## src/rtl/dma_bus_arbiter.sv

```systemverilog
// Bus handoff sequencer between a CPU and a DMA controller: staged hold/release
// of command and address enables with guard delays and a minimum CPU tenure.
module dma_bus_arbiter #(
    parameter int GUARD_CYCLES   = 1,
    parameter int MIN_CPU_CYCLES = 4
) (
    input  logic       clk,
    input  logic       reset,
    input  logic [2:0] s_n,
    input  logic       lock_n,
    input  logic       hrq,
    output logic       hlda,
    output logic       aen_n,
    output logic       cen,
    output logic       dma_aen,
    output logic       cpu_rdy
);

    typedef enum logic [2:0] {
        ST_CPU,
        ST_CEN_OFF,
        ST_AEN_OFF,
        ST_DMA,
        ST_REL_AEN,
        ST_REL_CEN
    } state_t;

    localparam logic [3:0] GUARD_LOAD = 4'(GUARD_CYCLES - 1);
    localparam logic [7:0] MIN_LOAD   = 8'(MIN_CPU_CYCLES);
    // Output vector order: {hlda, aen_n, cen, dma_aen, cpu_rdy}
    localparam logic [4:0] OUT_CPU    = 5'b00101;

    state_t     state_q, state_d;
    logic [3:0] guard_q, guard_d;
    logic [7:0] mincnt_q, mincnt_d;
    logic [4:0] out_q, out_d;

    function automatic logic [4:0] decode_outputs(input state_t s);
        case (s)
            ST_CPU:     decode_outputs = OUT_CPU;
            ST_CEN_OFF: decode_outputs = 5'b00000;
            ST_AEN_OFF: decode_outputs = 5'b01010;
            ST_DMA:     decode_outputs = 5'b11010;
            ST_REL_AEN: decode_outputs = 5'b01010;
            ST_REL_CEN: decode_outputs = 5'b00000;
            default:    decode_outputs = OUT_CPU;
        endcase
    endfunction

    always_comb begin
        state_d  = state_q;
        guard_d  = guard_q;
        mincnt_d = mincnt_q;
        case (state_q)
            ST_CPU: begin
                if (mincnt_q != 8'd0) mincnt_d = mincnt_q - 8'd1;
                if (hrq && (s_n == 3'b111) && lock_n && (mincnt_q == 8'd0)) begin
                    state_d = ST_CEN_OFF;
                    guard_d = GUARD_LOAD;
                end
            end
            ST_CEN_OFF: begin
                // A withdrawn request backs out before the address bus is touched
                if (!hrq) begin
                    state_d = ST_CPU;
                end else if (guard_q == 4'd0) begin
                    state_d = ST_AEN_OFF;
                    guard_d = GUARD_LOAD;
                end else begin
                    guard_d = guard_q - 4'd1;
                end
            end
            ST_AEN_OFF: begin
                if (!hrq) begin
                    state_d = ST_REL_CEN;
                    guard_d = GUARD_LOAD;
                end else if (guard_q == 4'd0) begin
                    state_d = ST_DMA;
                end else begin
                    guard_d = guard_q - 4'd1;
                end
            end
            ST_DMA: begin
                if (!hrq) begin
                    state_d = ST_REL_AEN;
                    guard_d = GUARD_LOAD;
                end
            end
            ST_REL_AEN: begin
                if (guard_q == 4'd0) begin
                    state_d = ST_REL_CEN;
                    guard_d = GUARD_LOAD;
                end else begin
                    guard_d = guard_q - 4'd1;
                end
            end
            ST_REL_CEN: begin
                if (guard_q == 4'd0) begin
                    state_d  = ST_CPU;
                    mincnt_d = MIN_LOAD;
                end else begin
                    guard_d = guard_q - 4'd1;
                end
            end
            default: state_d = ST_CPU;
        endcase
        // Outputs follow the next state so they change on the same edge as the state
        out_d = decode_outputs(state_d);
    end

    always_ff @(posedge clk) begin
        if (reset) begin
            state_q  <= ST_CPU;
            guard_q  <= 4'd0;
            mincnt_q <= 8'd0;
            out_q    <= OUT_CPU;
        end else begin
            state_q  <= state_d;
            guard_q  <= guard_d;
            mincnt_q <= mincnt_d;
            out_q    <= out_d;
        end
    end

    assign {hlda, aen_n, cen, dma_aen, cpu_rdy} = out_q;

endmodule

```

## config.mk

```make
export PLATFORM = sky130hd
export DESIGN_NAME = dma_bus_arbiter
export DESIGN_NICKNAME = d
export VERILOG_FILES = /design/src/rtl/dma_bus_arbiter.sv
export SDC_FILE = /design/constraint.sdc
export NUM_CORES = 1
export LEC_CHECK = 0
export ABC_AREA = 1
export CAP_MARGIN = 30
export CORE_MARGIN = 2
export CORE_UTILIZATION = 56
export DETAILED_ROUTE_END_ITERATION = 8
export GPL_ROUTABILITY_DRIVEN = 0
export PLACE_DENSITY = 0.76
export SYNTH_ARGS = -nofsm -noshare
export SYNTH_HDL_FRONTEND = slang
export SYNTH_SLANG_ARGS = --single-unit
export TNS_END_PERCENT = 10
```

## constraint.sdc

```tcl
create_clock -name clk -period 1.8 [get_ports clk]
set_clock_uncertainty 0.15 [all_clocks]
set_input_delay 0.36 -clock clk [delete_from_list [all_inputs] [get_ports clk]]
set_output_delay 0.36 -clock clk [all_outputs]
set_load 0.02 [all_outputs]
```

Word-level counts from Yosys, hierarchy flattened
Cells that the tools add are included.
- reduce and logical (&&, ||, !) cells: 13
- eq/ne operators: 16
- add/sub/neg operators: 2
- multiplexer cells: 20
- operators with widths (kind ; count):
    3-bit 2-to-1 mux ; 8
    4-bit 2-to-1 mux ; 6
    4-bit case mux with 6 select lines ; 1
    3-bit case mux with 6 select lines ; 1
    8-bit 2-to-1 mux ; 2
    8-bit case mux with 2 select lines ; 1
    3-bit equality test, second input constant ; 5
    5-bit case mux with 3 select lines ; 1
    3-bit by 2-bit equality test with 1-bit output, second input constant ; 4
    2-bit inequality test, second input constant ; 5
    8-bit logical NOT ; 1
    8-bit nonzero test ; 1
    8-bit by 1-bit subtractor with 8-bit output, second input constant ; 1
    3-bit by 1-bit equality test with 1-bit output, second input constant ; 2
    6-bit nonzero test ; 1
    4-bit logical NOT ; 1
    4-bit AND reduction ; 1
    2-bit OR reduction ; 2
    4-bit by 1-bit subtractor with 4-bit output, second input constant ; 1
    1-bit logical AND ; 3
    3-bit logical NOT ; 1
    3-bit AND reduction ; 1
    2-bit nonzero test ; 1
- output and inout port bits: 5
- flip-flop bits (word level): 20
- input port bits: 7

Logic depth before layout (Yosys ltp)
Gate-level depths: netlist (run 1).
- word-level depth: 9
- gate-level depth with buffers: 11
- mapped depth without buffers: 11

Worst setup path before layout (run 1)
No wires, ideal clock.
- path kind: register to register
- start point: register guard_q[0]
- end point: register mincnt_q[7]
- path buffers: 1
- data arrival time: 1.290 ns
- setup slack: 0.241 ns
- stages on the path, launching flop included: 11
- clock period less this slack: 1.559 ns
- data required time: 1.531 ns
- cells stage by stage: dfxtp_1 -> inv_1 -> ha_1 -> nand3_2 -> nand2_1 -> nand2_1 -> a21oi_2 -> buf_6 -> nor2_1 -> nor2_1 -> nor2_1
- longest elaborated chain between the ends: 3
- ends and longest elaborated chain (element ; line ; source):
    from (decl) ; 34 ; logic [3:0] guard_q, guard_d;
    from (signal assigned) ; 119 ; guard_q <= guard_d;
    4-bit logical NOT ; 98 ; if (guard_q == 4'd0) begin
    2-bit inequality test (no line) ; n/a ;
    3-bit AND reduction (no line) ; n/a ;
    to (signal assigned) ; 120 ; mincnt_q <= mincnt_d;
    to (decl) ; 35 ; logic [7:0] mincnt_q, mincnt_d;
No other way between the ends.
A chain may end at the register's enable or synchronous reset.

==> results of run 1 <==
cells in the mapped netlist (2+ instances only):
master | n | area (um^2)
sky130_fd_sc_hd__xor2_1 | 3 | 26.3
sky130_fd_sc_hd__nand3_2 | 3 | 30.0
sky130_fd_sc_hd__nand3_1 | 11 | 55.1
sky130_fd_sc_hd__nor2_1 | 29 | 109
sky130_fd_sc_hd__inv_1 | 26 | 97.6
sky130_fd_sc_hd__nor2_2 | 4 | 25.0
sky130_fd_sc_hd__buf_2 | 2 | 10.0
sky130_fd_sc_hd__nand2_1 | 54 | 203
sky130_fd_sc_hd__o21ai_0 | 4 | 20.0
sky130_fd_sc_hd__nand4_1 | 4 | 25.0
sky130_fd_sc_hd__dfxtp_1 | 18 | 360
sky130_fd_sc_hd__a21oi_1 | 7 | 35.0
sky130_fd_sc_hd__a21oi_2 | 8 | 70.1
sky130_fd_sc_hd__buf_4 | 3 | 22.5
sky130_fd_sc_hd__inv_2 | 7 | 26.3
sky130_fd_sc_hd__ha_1 | 4 | 50.1
power by group through the flow:
stage | registers, mW | clock network [mW] | logic (mW)
finish | 0.553 | 0.241 | 0.855
global route | 0.565 | 0.258 | 0.980
CTS | 0.552 | 0.252 | 0.853
detailed placement | 0.561 | 0 | 0.849
global placement | 0.557 | 0 | 0.822
floorplan | 0.545 | 0 | 0.697
final cells by class:
type | instances | area share (%)
Inverter | 33 | 8.75
Clock buffer | 4 | 2.56
Multi-Input combinational cell | 137 | 49.9
Timing Repair Buffer | 17 | 11.0
Tap cell | 27 | 2.39
Sequential cell | 18 | 25.5
layer usage:
metal	wire, um	part of all wire [%]	GRT usage (%)
met1	1340	52	31.5
met2	1080	42	34.2
met3	109	4.2	2.08
met4	46	1.8	6.31
met5	0	0	0
path summary, 6_finish.rpt:
check        cells past startpoint    endpoint       start
min reg2reg                      2  guard_q[0]  guard_q[0]
max reg2reg                     11    out_q[4]  guard_q[1]
max                              1     cpu_rdy    out_q[2]
min                              2  guard_q[0]  guard_q[0]
cells by family (layout without fill, tap and decap cells):
kind of cell,after synthesis,in the layout,synth area share [%]
AND/OR/NAND/NOR,108,108,38.4
AO/OA/AOI/OAI,22,22,12.1
flip-flops,18,18,29.5
adder cells (fa/ha/maj),4,4,4.10
XOR/XNOR,3,3,2.15
buffers and inverters,39,54,13.7
what timing repair did:
action                     4_1_cts  5_1_grt
buffers inserted                 0        0
gates resized for setup          0        3
setup endpoints to repair        0       12
flip-flops by register name (all words and copies together) (netlist names):
signal    cells
mincnt_q      8
state_q       3
out_q         3
guard_q       4
cell usage in the layout, fill, tap and decap left out, drive strengths merged:
cell type / count
nand2: 55
dfxtp: 18
clkdlybuf4s50: 11
nand4: 4
ha: 4
xor2: 3
buf: 6
o2111ai: 1
a21oi: 15
nand3: 14
clkbuf: 4
inv: 33
nor3: 1
o21ai: 6
nor2: 34
==> impl_metrics.xml, run 1 <==
<?xml version="1.0" encoding="UTF-8"?>
<metrics>
  <group name="run_status">
    <metric name="outcome" unit="">finished, final reports clean</metric>
  </group>
  <group name="placement">
    <metric name="post_dp_cell_area" unit="um^2">1370</metric>
    <metric name="dp_slack" unit="ps">-5.39</metric>
    <metric name="place.port_buffers" unit="">11</metric>
    <metric name="dp.cells" unit="">232</metric>
    <metric name="dp_hpwl" unit="mm">2.02</metric>
  </group>
  <group name="critical_path">
    <metric name="timing.critical_path.slowest_cell_delay" unit="ps">610</metric>
    <metric name="cp_num_buf_inv" unit="">1</metric>
    <metric name="critical_path.cell_chain" unit="">clkdlybuf4s50_1</metric>
    <metric name="cp.required" unit="ps">1290</metric>
    <metric name="worst_path_arrival_time" unit="ps">1240</metric>
    <metric name="cp_slowest_cell" unit="">sky130_fd_sc_hd__clkdlybuf4s50_1</metric>
    <metric name="cp_max_fo" unit="">2</metric>
    <metric name="critPathCaptureType" unit="">output port</metric>
    <metric name="worstSetupPathType" unit="">reg -&gt; out</metric>
    <metric name="reg_to_reg_slack_setup" unit="ps">150</metric>
    <metric name="critPathTopFamily" unit="">buffers and inverters</metric>
    <metric name="critPathLaunchType" unit="">register</metric>
  </group>
  <group name="synthesis">
    <metric name="syn_area_per_cell" unit="um^2">6.29</metric>
    <metric name="mappedNetlistArea" unit="um^2">1220</metric>
    <metric name="ys_async_sr_fraction" unit="%">0</metric>
    <metric name="ys.warnings.count" unit="">0</metric>
    <metric name="synth-main-ff-cell" unit="">sky130_fd_sc_hd__dfxtp_1</metric>
    <metric name="synth_enable_flop_cells" unit="">0</metric>
    <metric name="syn-instance-count" unit="">194</metric>
    <metric name="synth-seq-area-share" unit="%">29.5</metric>
    <metric name="flop_and_latch_count_out_of_synthesis" unit="">18</metric>
    <metric name="netlist-cell-type-count" unit="">23</metric>
    <metric name="syn_nets" unit="">205</metric>
  </group>
  <group name="global_routing">
    <metric name="number_of_global_route_vias_before_repair" unit="">1064</metric>
    <metric name="grt_usage" unit="%">21.8</metric>
    <metric name="pin_count_of_the_biggest_net_entering_global_routing" unit="">11</metric>
    <metric name="global_route_wire_length_before_repair" unit="mm">4.40</metric>
    <metric name="gr-total-overflow" unit="">0</metric>
    <metric name="antenna_violations_before_repair" unit="">0</metric>
  </group>
  <group name="floorplanning">
    <metric name="start_util" unit="%">61.0</metric>
    <metric name="die-area" unit="um^2">2570</metric>
    <metric name="dieHeight" unit="um">50.7</metric>
    <metric name="fp.dieW" unit="um">50.7</metric>
    <metric name="placement_rows" unit="">16</metric>
    <metric name="core_outline_area" unit="um^2">2000</metric>
    <metric name="io-pin-count" unit="">12</metric>
  </group>
  <group name="timing">
    <metric name="tightestPinTransition" unit="ps">329</metric>
    <metric name="rsz_0062_raised_after_global_routing" unit="">no</metric>
    <metric name="maxSlewViolCount" unit="">0</metric>
    <metric name="hold-worst-slack" unit="ps">336</metric>
    <metric name="worst_setup_slack_final" unit="ps">47.9</metric>
    <metric name="min_tclk_post_route" unit="ps">1750</metric>
    <metric name="fmax" unit="MHz">571</metric>
    <metric name="finalSetupViolations" unit="">0</metric>
    <metric name="post-route-period-util" unit="%">97.3</metric>
    <metric name="slew-limit-headroom" unit="%">78.0</metric>
    <metric name="report.final.hold_viol_count" unit="">0</metric>
    <metric name="final.setup.tns" unit="ps">0</metric>
  </group>
  <group name="power_and_ir_drop">
    <metric name="cell_internal_pwr" unit="mW">0.945</metric>
    <metric name="netsw" unit="mW">0.704</metric>
    <metric name="pwr-share-seq" unit="%">33.5</metric>
    <metric name="combinationalPowerShare" unit="%">51.8</metric>
    <metric name="cellLeakagePower" unit="nW">0.670</metric>
    <metric name="clock_network_power_share" unit="%">14.6</metric>
    <metric name="power.share.switching" unit="%">42.7</metric>
    <metric name="power.density" unit="nW/um^2">1170</metric>
    <metric name="ir_worst_vdd" unit="mV">1.03</metric>
    <metric name="fin_total_pwr" unit="mW">1.65</metric>
  </group>
  <group name="run">
    <metric name="max-cap-violations" unit="">0</metric>
  </group>
  <group name="routing">
    <metric name="finalWirelength" unit="mm">2.57</metric>
    <metric name="postRouteAntennaNets" unit="">0</metric>
    <metric name="drt_drc_violations_left" unit="">0</metric>
    <metric name="drt-initial-drc-count" unit="">33</metric>
    <metric name="vias_per_cell" unit="">5.06</metric>
    <metric name="drt-wirelength-per-cell" unit="um">10.9</metric>
    <metric name="drt_pre_antenna_iters" unit="">4</metric>
    <metric name="vias" unit="">1194</metric>
  </group>
  <group name="final_layout">
    <metric name="stdcell_count" unit="">236</metric>
    <metric name="final-seq-area" unit="um^2">360</metric>
    <metric name="fin_nets" unit="">221</metric>
    <metric name="num_antenna_cells" unit="">0</metric>
    <metric name="layout-drive-gt1-share" unit="%">17.7</metric>
    <metric name="multi_input_area" unit="um^2">706</metric>
    <metric name="area.growth.synth_to_final" unit="%">15.9</metric>
    <metric name="filler_cell_count" unit="">170</metric>
    <metric name="utilization" unit="%">70.7</metric>
    <metric name="postLayoutCellArea" unit="um^2">1420</metric>
  </group>
  <group name="clock_tree">
    <metric name="clk_latency" unit="ps">290</metric>
    <metric name="clockRootBuffer" unit="">sky130_fd_sc_hd__clkbuf_4</metric>
    <metric name="cts_buffer_depth" unit="">2</metric>
    <metric name="post_cts_hold_buffer_count" unit="">0</metric>
    <metric name="cts_buffer_count" unit="">3</metric>
    <metric name="clock_tree.htree_level_count" unit="">1</metric>
    <metric name="path_clk_slew" unit="ps">100</metric>
    <metric name="cts_sinks" unit="">18</metric>
    <metric name="cts_tree" unit="">done</metric>
  </group>
  <group name="min_path">
    <metric name="min-delay-path-class" unit="">reg -&gt; reg</metric>
  </group>
</metrics>
Power figures use the tool's default switching activity.
==> run 2, diff against run 1 <==
Settings changed: SETUP_SLACK_MARGIN from default to 0.15.
==> run 2 against run 1 <==
Effect of this change: critical path depth stayed put; sequential share of layout area is 0.49 points lower; sequential power hardly changed; first-iteration DRC count is 58% higher; fmax is 0.44% higher; via count is 1.7% higher; power is 0.30% higher; cell count is 1.3% higher; cell area is 2.7% higher; global-route usage stayed put; hold slack worse by 8.6 ps; utilization is 1.9 points higher; critical endpoint is now cen.
==> impl_metrics.xml, run 2 (same netlist as run 1, synthesis figures left out) <==
<?xml version="1.0" encoding="UTF-8"?>
<metrics>
  <group name="clock_tree">
    <metric name="clk_latency" unit="ps">290</metric>
    <metric name="clock_tree.htree_level_count" unit="">1</metric>
    <metric name="cts_tree" unit="">done</metric>
    <metric name="cts_sinks" unit="">18</metric>
    <metric name="cts_buffer_count" unit="">3</metric>
    <metric name="post_cts_hold_buffer_count" unit="">0</metric>
    <metric name="cts_buffer_depth" unit="">2</metric>
    <metric name="clockRootBuffer" unit="">sky130_fd_sc_hd__clkbuf_4</metric>
    <metric name="path_clk_slew" unit="ps">100</metric>
  </group>
  <group name="power_and_ir_drop">
    <metric name="power.share.switching" unit="%">42.8</metric>
    <metric name="pwr-share-seq" unit="%">33.4</metric>
    <metric name="ir_worst_vdd" unit="mV">1.03</metric>
    <metric name="power.density" unit="nW/um^2">1140</metric>
    <metric name="cellLeakagePower" unit="nW">0.702</metric>
    <metric name="cell_internal_pwr" unit="mW">0.947</metric>
    <metric name="clock_network_power_share" unit="%">14.6</metric>
    <metric name="combinationalPowerShare" unit="%">52.0</metric>
    <metric name="netsw" unit="mW">0.708</metric>
  </group>
  <group name="final_layout">
    <metric name="layout-drive-gt1-share" unit="%">20.3</metric>
    <metric name="largest-register" unit="">mincnt_q</metric>
    <metric name="most-common-layout-cells" unit="">sky130_fd_sc_hd__nand2_1, sky130_fd_sc_hd__nor2_1, sky130_fd_sc_hd__inv_1</metric>
    <metric name="reg_top3" unit="">mincnt_q: 8 flops, guard_q: 4 flops</metric>
    <metric name="stdcell_count" unit="">239</metric>
    <metric name="layout_commonest_cell" unit="">sky130_fd_sc_hd__nand2_1</metric>
    <metric name="multi_input_area" unit="um^2">713</metric>
    <metric name="final-seq-area" unit="um^2">363</metric>
    <metric name="fin_nets" unit="">224</metric>
    <metric name="num_antenna_cells" unit="">0</metric>
    <metric name="largest_register_ff_count" unit="">8</metric>
    <metric name="filler_cell_count" unit="">157</metric>
    <metric name="area.growth.synth_to_final" unit="%">19.0</metric>
  </group>
  <group name="routing">
    <metric name="vias_per_cell" unit="">5.08</metric>
    <metric name="met1Wirelength" unit="mm">1.35</metric>
    <metric name="drt-wirelength-per-cell" unit="um">11.5</metric>
    <metric name="met3_length" unit="um">157</metric>
    <metric name="postRouteAntennaNets" unit="">0</metric>
    <metric name="drt_drc_violations_left" unit="">0</metric>
    <metric name="detail_route_met2_wl" unit="mm">1.21</metric>
    <metric name="drt-initial-drc-count" unit="">52</metric>
    <metric name="vias" unit="">1214</metric>
    <metric name="drt_pre_antenna_iters" unit="">4</metric>
    <metric name="finalWirelength" unit="mm">2.75</metric>
    <metric name="top_signal_layer_used" unit="">met4</metric>
  </group>
  <group name="floorplanning">
    <metric name="dieHeight" unit="um">50.7</metric>
    <metric name="core_outline_area" unit="um^2">2000</metric>
    <metric name="placement_rows" unit="">16</metric>
    <metric name="start_util" unit="%">61.0</metric>
    <metric name="die-area" unit="um^2">2570</metric>
    <metric name="fp.dieW" unit="um">50.7</metric>
    <metric name="io-pin-count" unit="">12</metric>
  </group>
  <group name="global_routing">
    <metric name="grt_usage" unit="%">21.8</metric>
    <metric name="antenna_violations_before_repair" unit="">0</metric>
    <metric name="number_of_global_route_vias_before_repair" unit="">1064</metric>
    <metric name="global_route_wire_length_before_repair" unit="mm">4.40</metric>
    <metric name="pin_count_of_the_biggest_net_entering_global_routing" unit="">11</metric>
    <metric name="gr-total-overflow" unit="">0</metric>
  </group>
  <group name="critical_path">
    <metric name="critical_path.cell_chain" unit="">clkdlybuf4s50_1</metric>
    <metric name="reg_to_reg_slack_setup" unit="ps">220</metric>
    <metric name="worst_path_arrival_time" unit="ps">1230</metric>
    <metric name="cp.required" unit="ps">1290</metric>
    <metric name="timing.critical_path.slowest_cell_delay" unit="ps">600</metric>
    <metric name="critPathCaptureType" unit="">output port</metric>
    <metric name="critPathLaunchType" unit="">register</metric>
    <metric name="worstSetupPathType" unit="">reg -&gt; out</metric>
    <metric name="critPathTopFamily" unit="">buffers and inverters</metric>
    <metric name="cp_max_fo" unit="">2</metric>
    <metric name="cp_slowest_cell" unit="">sky130_fd_sc_hd__clkdlybuf4s50_1</metric>
    <metric name="cp_num_buf_inv" unit="">1</metric>
  </group>
  <group name="placement">
    <metric name="dp.cells" unit="">232</metric>
    <metric name="dp_hpwl" unit="mm">2.02</metric>
    <metric name="place.port_buffers" unit="">11</metric>
  </group>
  <group name="min_path">
    <metric name="min-delay-path-class" unit="">reg -&gt; reg</metric>
  </group>
  <group name="timing">
    <metric name="slew-limit-headroom" unit="%">81.3</metric>
    <metric name="rsz_0062_raised_after_global_routing" unit="">yes</metric>
    <metric name="tightestPinTransition" unit="ps">280</metric>
    <metric name="final.setup.tns" unit="ps">0</metric>
    <metric name="maxSlewViolCount" unit="">0</metric>
    <metric name="report.final.hold_viol_count" unit="">0</metric>
    <metric name="min_tclk_post_route" unit="ps">1740</metric>
    <metric name="finalSetupViolations" unit="">0</metric>
    <metric name="fmax" unit="MHz">573</metric>
    <metric name="post-route-period-util" unit="%">96.9</metric>
  </group>
  <group name="run_status">
    <metric name="outcome" unit="">finished, final reports clean</metric>
  </group>
  <group name="run">
    <metric name="max-cap-violations" unit="">0</metric>
  </group>
</metrics>
[run 2: timing repair]
| action | CTS | global route |
|---|---|---|
| resized for setup | 1 | 9 |
| endpoints found under the setup margin | 15 | 21 |
| pin swaps | 0 | 6 |
| setup buffers | 0 | 3 |
[run 2: power by group through the flow]
stage	clock, mW	sequential [mW]	combinational, mW
finish	0.242	0.552	0.860
global route	0.258	0.565	0.982
CTS	0.252	0.551	0.853
detailed placement	0	0.561	0.849
global placement	0	0.557	0.822
floorplan	0	0.545	0.697
[run 2: worst register-to-register path, cell delays in order (launching register included)]
cell	delay (ps)
sky130_fd_sc_hd__dfxtp_1	360
sky130_fd_sc_hd__inv_1	80
sky130_fd_sc_hd__ha_1	200
sky130_fd_sc_hd__nand2_1	100
sky130_fd_sc_hd__nor2_4	60
sky130_fd_sc_hd__a21oi_2	180
sky130_fd_sc_hd__buf_4	180
sky130_fd_sc_hd__nand2_1	50
sky130_fd_sc_hd__o21ai_0	70
sky130_fd_sc_hd__nor2_1	50
[run 2: cell type report]
cell class,instances,area share (%)
Inverter,33,8.53
Tap cell,27,2.33
Timing Repair Buffer,20,12.6
Multi-Input combinational cell,137,49.1
Clock buffer,4,2.50
Sequential cell,18,25.0
[run 2: final timing paths]
path / startpoint / cells after the start / endpoint
setup reg to reg: mincnt_q[0] / 9 / mincnt_q[1]
hold / removal: guard_q[0] / 2 / guard_q[0]
hold reg to reg: guard_q[0] / 2 / guard_q[0]
setup / recovery: out_q[2] / 1 / cen
[run 2: per-layer routing]
layer  up-vias  global-route usage, %
li1        634                      -
met1       539                   31.5
met2        37                   34.2
met3         4                   2.08
met4         0                   6.31
met5         -                      0
[run 2: metrics by stage]
stage	power [mW]	setup slack [ps]	hold slack [ps]	area [um^2]	util [%]
2_1_floorplan	1.24	241	283	1220	-
3_3_place_gp	1.38	19.8	300	1370	68.3
3_5_place_dp	1.41	-5.39	306	1370	68.3
4_1_cts	1.66	49.1	322	1400	70.0
5_1_grt	1.81	22.6	362	1450	72.6
6_report	1.65	55.6	328	1450	72.6
